[src/rtl/mt_stream_reader.sv]
// Consumer side of the MTwister extraction interface: issues credit-limited word
// requests, buffers landed words in a FIFO and presents them as a valid/ready stream.
//
// state    | meaning
// S_WAIT   | generator not in extraction; requests allowed once ready rises
// S_STREAM | generator extracting; requests flow under the FIFO credit limit
// S_REGEN  | last word of a block requested; hold off until ready returns
module mt_stream_reader #(
  parameter int DEPTH  = 8,
  parameter int RD_LAT = 1,
  parameter int N      = 624
) (
  input  logic                     clk,
  input  logic                     rst_n,
  input  logic                     en,
  input  logic                     mt_ready,
  input  logic                     mt_last,
  input  logic [31:0]              mt_r_num,
  output logic                     mt_trig,
  output logic                     m_valid,
  input  logic                     m_ready,
  output logic [31:0]              m_data,
  output logic [$clog2(DEPTH):0]   level,
  output logic                     err
);

  localparam int AW = $clog2(DEPTH);
  localparam int LW = AW + 1;
  localparam int OW = LW + $clog2(RD_LAT + 1);
  localparam int CW = (N > 1) ? $clog2(N) : 1;

  typedef enum logic [1:0] {S_WAIT, S_STREAM, S_REGEN} state_t;

  state_t            state, state_nxt;
  logic [RD_LAT-1:0] pipe;
  logic [OW-1:0]     inflight, occ;
  logic [AW-1:0]     wr_ptr, rd_ptr, rd_nxt;
  logic [LW-1:0]     level_after_pop, level_nxt;
  logic [31:0]       mem [DEPTH];
  logic [31:0]       head_nxt;
  logic [CW-1:0]     cnt;
  logic              push, pop;

  // Credit covers stored words plus words already requested but not yet landed.
  always_comb begin
    inflight = '0;
    for (int i = 0; i < RD_LAT; i++) inflight = inflight + OW'(pipe[i]);
    occ = OW'(level) + inflight;
  end

  assign mt_trig = rst_n && en && mt_ready && (state != S_REGEN) && (occ < OW'(DEPTH));
  assign push    = pipe[RD_LAT-1];
  assign m_valid = (level != '0);
  assign pop     = m_valid && m_ready;

  always_ff @(posedge clk or negedge rst_n) begin
    if (!rst_n) begin
      pipe <= '0;
    end else begin
      pipe[0] <= mt_trig;
      for (int i = 1; i < RD_LAT; i++) pipe[i] <= pipe[i-1];
    end
  end

  always_ff @(posedge clk or negedge rst_n) begin
    if (!rst_n) state <= S_WAIT;
    else        state <= state_nxt;
  end

  always_comb begin
    state_nxt = state;
    case (state)
      S_WAIT: begin
        if (mt_trig && mt_last) state_nxt = S_REGEN;
        else if (mt_ready)      state_nxt = S_STREAM;
      end
      S_STREAM: begin
        if (mt_trig && mt_last) state_nxt = S_REGEN;
        else if (!mt_ready)     state_nxt = S_WAIT;
      end
      S_REGEN: begin
        if (mt_ready) state_nxt = S_STREAM;
      end
      default: state_nxt = S_WAIT;
    endcase
  end

  // Next head word: the landing word when the FIFO would otherwise be empty.
  always_comb begin
    level_after_pop = pop ? (level - LW'(1)) : level;
    level_nxt       = level_after_pop + LW'(push);
    rd_nxt          = pop ? (rd_ptr + AW'(1)) : rd_ptr;
    head_nxt        = (level_after_pop == '0) ? mt_r_num : mem[rd_nxt];
  end

  always_ff @(posedge clk) begin
    if (push) mem[wr_ptr] <= mt_r_num;
  end

  always_ff @(posedge clk or negedge rst_n) begin
    if (!rst_n) begin
      wr_ptr <= '0;
      rd_ptr <= '0;
      level  <= '0;
      m_data <= '0;
    end else begin
      if (push) wr_ptr <= wr_ptr + AW'(1);
      rd_ptr <= rd_nxt;
      level  <= level_nxt;
      if (level_nxt != '0) m_data <= head_nxt;
    end
  end

  always_ff @(posedge clk or negedge rst_n) begin
    if (!rst_n) begin
      cnt <= '0;
      err <= 1'b0;
    end else if (mt_trig) begin
      if (mt_last) begin
        cnt <= '0;
        if (cnt != CW'(N - 1)) err <= 1'b1;
      end else if (cnt == CW'(N - 1)) begin
        cnt <= '0;
        err <= 1'b1;
      end else begin
        cnt <= cnt + CW'(1);
      end
    end
  end

endmodule

[config.mk]
export PLATFORM = sky130hd
export DESIGN_NAME = mt_stream_reader
export DESIGN_NICKNAME = d
export VERILOG_FILES = /design/src/rtl/mt_stream_reader.sv
export SDC_FILE = /design/constraint.sdc
export NUM_CORES = 1
export LEC_CHECK = 0
export ABC_CLOCK_PERIOD_IN_PS = 3300
export BUFFER_PORTS_ARGS = -buffer_cell sky130_fd_sc_hd__buf_2
export CAP_MARGIN = 20
export CORE_ASPECT_RATIO = 1.1
export CORE_UTILIZATION = 35
export DETAILED_ROUTE_END_ITERATION = 10
export GPL_TIMING_DRIVEN = 0
export PLACE_DENSITY = 0.55
export SYNTH_ARGS = -nofsm -noshare
export SYNTH_HDL_FRONTEND = slang
export SYNTH_SLANG_ARGS = --single-unit
[constraint.sdc]
create_clock -name clk -period 3.3 [get_ports clk]
set_input_delay 0.33 -clock clk [delete_from_list [all_inputs] [get_ports clk]]
set_output_delay 0.33 -clock clk [all_outputs]
set_load 0.005 [all_outputs]
======== Word-level counts from Yosys, hierarchy flattened ========
Memories as Yosys holds them, arrays and structs flattened.
Cells that the tools add are included.
word-level totals
  memories kept ........................... 1
  output and inout port bits .............. 39
  bits of input ports ..................... 38
  memory bits (writable) .................. 256
  word-level logic and storage cells ...... 50
  flip-flop bits (word level) ............. 56
operators by class
  equal/unequal tests ..................... 7
  reductions and logical operators ........ 12
  order comparisons ....................... 1
  muxes and demuxes ....................... 15
  add/subtract/negate cells ............... 6
memories
  name  depth  width  read ports  clocked after Yosys merged registers in  write ports  RTL line  source
  mem   8      32     1           0                                        1            39        logic [31:0] mem [DEPTH];
operators by type and width
  cell                   count
  $mux 32                1
  $mux 10                2
  $add 10x1->10 const B  1
  $eq 10x10->1 const B   1
  $ne 10x10->1 const B   1
  $mux 2                 4
  $reduce_bool 4->1      2
  $add 3x1->3 const B    2
  $logic_and 1x1->1      6
  $pmux 2 s3             1
  $add 4x1->5            1
  $lt 5x4->1 const B     1
  $mux 1                 5
  $add 4x1->4            1
  $logic_not 4->1        1
  $mux 4                 1
  $sub 4x1->4 const B    1
  $mux 3                 1
  $ne 3x3->1 const B     1
  $reduce_and 3->1       1
  $eq 2x1->1 const B     1
  $eq 2x2->1 const B     1
  $logic_not 2->1        1
  $ne 2x1->1 const B     1
  other kinds (2)        2

======== Logic depth before layout (Yosys ltp) ========
  depth after elaboration ................. 7
  gate-level depth with buffers ........... 12
  gate-level depth less buffers ........... 11

======== Worst setup path before layout ========
No wires, ideal clock.
  path kind ............................... register -> register
  start ................................... reg wr_ptr[0]
  end ..................................... mem mem[0][0] (enable)
  setup slack ............................. 0.041 ns
  required time ........................... 2.839 ns
  arrival time ............................ 2.798 ns
  period minus slack after synthesis ...... 3.259 ns
  cell stages (with the launch flop) ...... 3
  buffers on the path ..................... 0
  library setup time ...................... 0.461 ns
  cell sequence ........................... dfrtp_1 > nand2b_1 > nor3_1
RTL lines
  what                    RTL line  source
  from (decl)             37        logic [AW-1:0] wr_ptr, rd_ptr, rd_nxt;
  from (signal assigned)  107       if (push) wr_ptr <= wr_ptr + AW'(1);
  to (decl)               39
No word-level cell before the write port.

======== Final worst setup path ========
  start ................................... reg level[1]
  end ..................................... reg m_data[13]
on the way
  longest elaborated chain between the ends .. 5
  elaborated cells on any way between the ends .. 10
  those cells by class .................... add/sub: 2; mux: 3; reduce/logical: 4; memory: 1
ends and longest elaborated chain
  what                                                                 RTL line  source
  from (decl)                                                          23        output logic [$clog2(DEPTH):0] level,
  from (signal assigned)                                               109       level <= level_nxt;
  parallel branches: the longest is 5 deep, another holds $sub 4x1->4  n/a
  to (signal assigned)                                                 110       if (level_nxt != '0) m_data <= head_nxt;
  to (decl)                                                            22        output logic [31:0] m_data,
Parallel ways; which one is timed is not known.
A chain may end at the register's enable or synchronous reset.

==> key figures <==
CTS
  – Clock slew seen by the registers of the worst setup and hold paths: 60 ps
  – H-tree lvl count: 2
  – CTS Root Cell: clkbuf_16
  – CTS max path bufs: 3
  – CTS sink count: 312
  – Worst skew pair latency: 530 ps
  – Cts bufs inserted: 36
  – TritonCTS clock tree: done

Worst setup path
  – RR Startpoint: level[1]$_DFF_PN0_
  – End point of the critical path: m_data[13]$_DFFE_PN0P_
  – Worst setup path class: reg2reg
  – Worst Setup Start Kind: flop
  – Slowest cell on crit path: or4_4
  – Worst reg-to-reg setup slack: 170 ps
  – CP arrival: 3520 ps
  – Crit-path leading delay family: simple AND/OR/NAND/NOR gates
  – R2r endpoint: m_data[13]$_DFFE_PN0P_
  – Worst path bufs/invs: 3
  – CP Cell Sequence: inv_1 > ha_4 > nor3b_4 > nor2_4 > xnor2_2 > ha_2 > o21ai_1 > or4_4 > a2111oi_4 > buf_6 > buf_12 > mux2i_1 > a31oi_2
  – Critical path depth in cells: 13
  – Crit path largest cell delay: 450 ps
  – CP startpoint: level[1]$_DFF_PN0_
  – Crit Path Max Fanout: 5
  – Required @ worst endpoint: 3690 ps
  – Worst setup EP type: flop
  – Worst-case reg-to-reg path depth: 13

Place
  – Port bufs: 76
  – Gpl congestion: 0.811
  – Inst Count DP: 1,652
  – Placed cell areas: 14,800 um2
  – DP Worst Slack: -805 ps
  – HPWL after detailed placement: 25,500 um

Die
  – Die Area: 39,200 um2
  – # IOs: 77
  – Site row count: 74
  – Initial Utilization: 35.9%
  – Core footprint: 37,500 um2
  – Die Y-Extent: 208 um
  – Die width: 189 um

Timing
  – RSZ-0062 raised after global routing: no
  – Fin crit share: 94.8%
  – Min Tclk post-route: 3130 ps
  – Worst-margin pin slew: 828 ps
  – Final count of hold timing violations: 0
  – Final worst slack: 171 ps
  – Setup violators final: 0
  – FMAX: 320 MHz
  – Final Skew: 15.3 ps
  – Final Max Tran Viols: 0
  – Max_slew headroom: 44.7%

Layout
  – Diodes inserted: 0
  – Fin area: 16,200 um2
  – Non-filler cells in the finished layout: 1,732
  – NumNets Final: 1,255
  – FF/Latch Area: 9090 um2
  – Layout cells sized above 1: 19.6%
  – Multi-input logic area: 4140 um2
  – Syn-to-layout area delta: 20.0%
  – Fillers: 3,498

Power
  – Pwr per Cell Area: 938 nW/um2
  – Leak: 5.35 nW
  – Max VDD drop: 0.477 mV

Synthesis
  – Synth area leaders: edfxtp_1, o22ai_1, dfrtp_1, nor3_1, mux2i_1
  – Synth Flop Type: edfxtp_1
  – Yosys reg bits: 312
  – Synthesis warning total: 0
  – Syn Inst Count: 1,067
  – Avg Inst Size Synth: 12.6 um2
  – Netlist cell types: 47
  – EDFF count, synth: 256
  – Post-synth top area share: 57.1%
  – Cell accounting for the most synthesized area: edfxtp_1
  – Syn_nets: 1,111
  – Post-synthesis sequential area ratio: 67.5%
  – Synthesized area: 13,500 um2
  – Async S/R FF share, synth: 17.9%

GRT
  – First-pass GRT wire length: 61,400 um
  – Vias in the first global route: 10,100
  – Total GRT Usage: 20.5%
  – Initial antenna violation count: 0
  – Largest net degree at the start of global routing: 42
  – Total grt overflow: 0

Detailed routing
  – DRC errors left: 0
  – Antenna-violating nets left: 0
  – Wire per inst: 23.2 um
  – 1st-pass router iterations: 5
  – Via Count: 10,100
  – Routed WL: 40,200 um
  – 1st-iter DRT viols: 892
  – Drt via density: 5.81

Status
  – Status: complete, no violations

Job
  – Max cap viols: 0

Worst hold path
  – WHS Path Cells: 2
  – HP Class: in2reg
## worst reg2reg max path: cells and delay by family, from the launching register on
| family | cells | cell delay, ps |
|---|---|---|
| buf+inv | 3 | 500 |
| xor+xnor | 1 | 150 |
| flops | 1 | 410 |
| simple gates | 3 | 850 |
| compound gates | 3 | 510 |
| mux | 1 | 240 |
| fa+ha+maj | 2 | 350 |
## per-layer routing
| layer | GRT usage, % | up-vias | routed length, um |
|---|---|---|---|
| met5 | 0 | - | 0 |
| met4 | 7.04 | 0 | 1080 |
| met3 | 3.43 | 78 | 2580 |
| met2 | 33.9 | 385 | 19500 |
| met1 | 27.2 | 5017 | 17000 |
| li1 | - | 4576 | - |
## stage by stage
step                TNS, ps  total power, mW  utilization (%)  hold slack (ps)
floorplan                 0             8.81                -             34.4
global placement    -280900             10.9             38.6              438
detailed placement   -22400             11.0             39.4              249
CTS                       0             15.0             42.7             21.4
global route              0             16.0             43.1             50.0
finish                    0             15.2             43.1             39.7
## power by group
part           internal (mW)  switching (mW)
Combinational           2.37            4.03
Clock                   2.22            1.57
Sequential              4.71           0.264
Total                   9.30            5.86
## cell usage in the layout (no fill, tap or decap), types with 7 or more instances in the layout
cell       instances
or2_2             32
dfrtp_1           54
nor3_1           128
a211oi_1           7
clkbuf_16         38
nor2_1            72
o22ai_1          248
a31oi_1           29
nand2_1           19
buf_6              9
buf_2             75
buf_4             14
o21ai_0           12
clkbuf_2          23
nor2_4             7
edfxtp_1         256
mux2i_1           34
clkbuf_1          62
## sequential cells by signal, indices dropped and copies added (netlist names), 2 cells and up
register / count
cnt: 10
rd_ptr: 3
level: 4
wr_ptr: 3
state: 2
m_data: 32
mem: 256
## cells in the mapped netlist (2+ instances only)
cell	number
a211oi_1	7
edfxtp_1	256
and4b_1	2
nand2b_1	6
or2_2	32
xnor2_1	4
o21ai_0	13
o22ai_1	248
nor2b_1	6
a31oi_1	30
inv_1	7
and3_1	3
o41ai_1	2
a21boi_0	2
dfrtp_1	56
a21o_1	2
nor3_1	130
nand2_1	19
nor2_1	79
nor4b_1	2
a21oi_1	6
xor2_1	2
clkbuf_1	70
buf_6	3
mux2i_1	35
or3_1	2
nand3_1	6
o31ai_1	3
buf_1	8
mux2_2	2
ha_1	6
nor4_1	3
## area by class of cell
type | count | share of cell area [%]
Clock inverter | 12 | 0.581
Multi-Input combinational cell | 666 | 25.6
Timing Repair Buffer | 106 | 4.75
Tap cell | 494 | 3.83
Clock buffer | 53 | 6.29
Sequential cell | 312 | 56.3
Buffer | 81 | 2.45
Inverter | 8 | 0.186
## logic make-up after synthesis
group	share of synthesized area (%)
AO/OA/AOI/OAI	15.1
flip-flops	67.5
AND/OR/NAND/NOR	11.0
buffers and inverters	2.65
multiplexers	2.77
XOR/XNOR	0.390
adder cells (fa/ha/maj)	0.558
## worst min-delay path by stage
stage	start	end	slack, ps
6_report	mt_ready	state[1]$_DFFE_PN0P_	40
5_1_grt	mt_ready	state[1]$_DFFE_PN0P_	50
4_1_cts	mt_ready	state[1]$_DFFE_PN0P_	20
3_5_place_dp	rst_n	m_data[7]$_DFFE_PN0P_	250
3_3_place_gp	err$_DFFE_PN0P_	err$_DFFE_PN0P_	440
2_1_floorplan	rst_n	cnt[0]$_DFFE_PN0P_	30
## timing repair
action	in CTS	in global routing
endpoints found under the hold margin	16	0
pin swaps	4	4
setup endpoints to repair	32	32
buffers inserted	7	5
resized for setup	23	48
hold buffers	1	0
gates cloned	1	1
No activity file was read; power rests on OpenSTA's default activity.
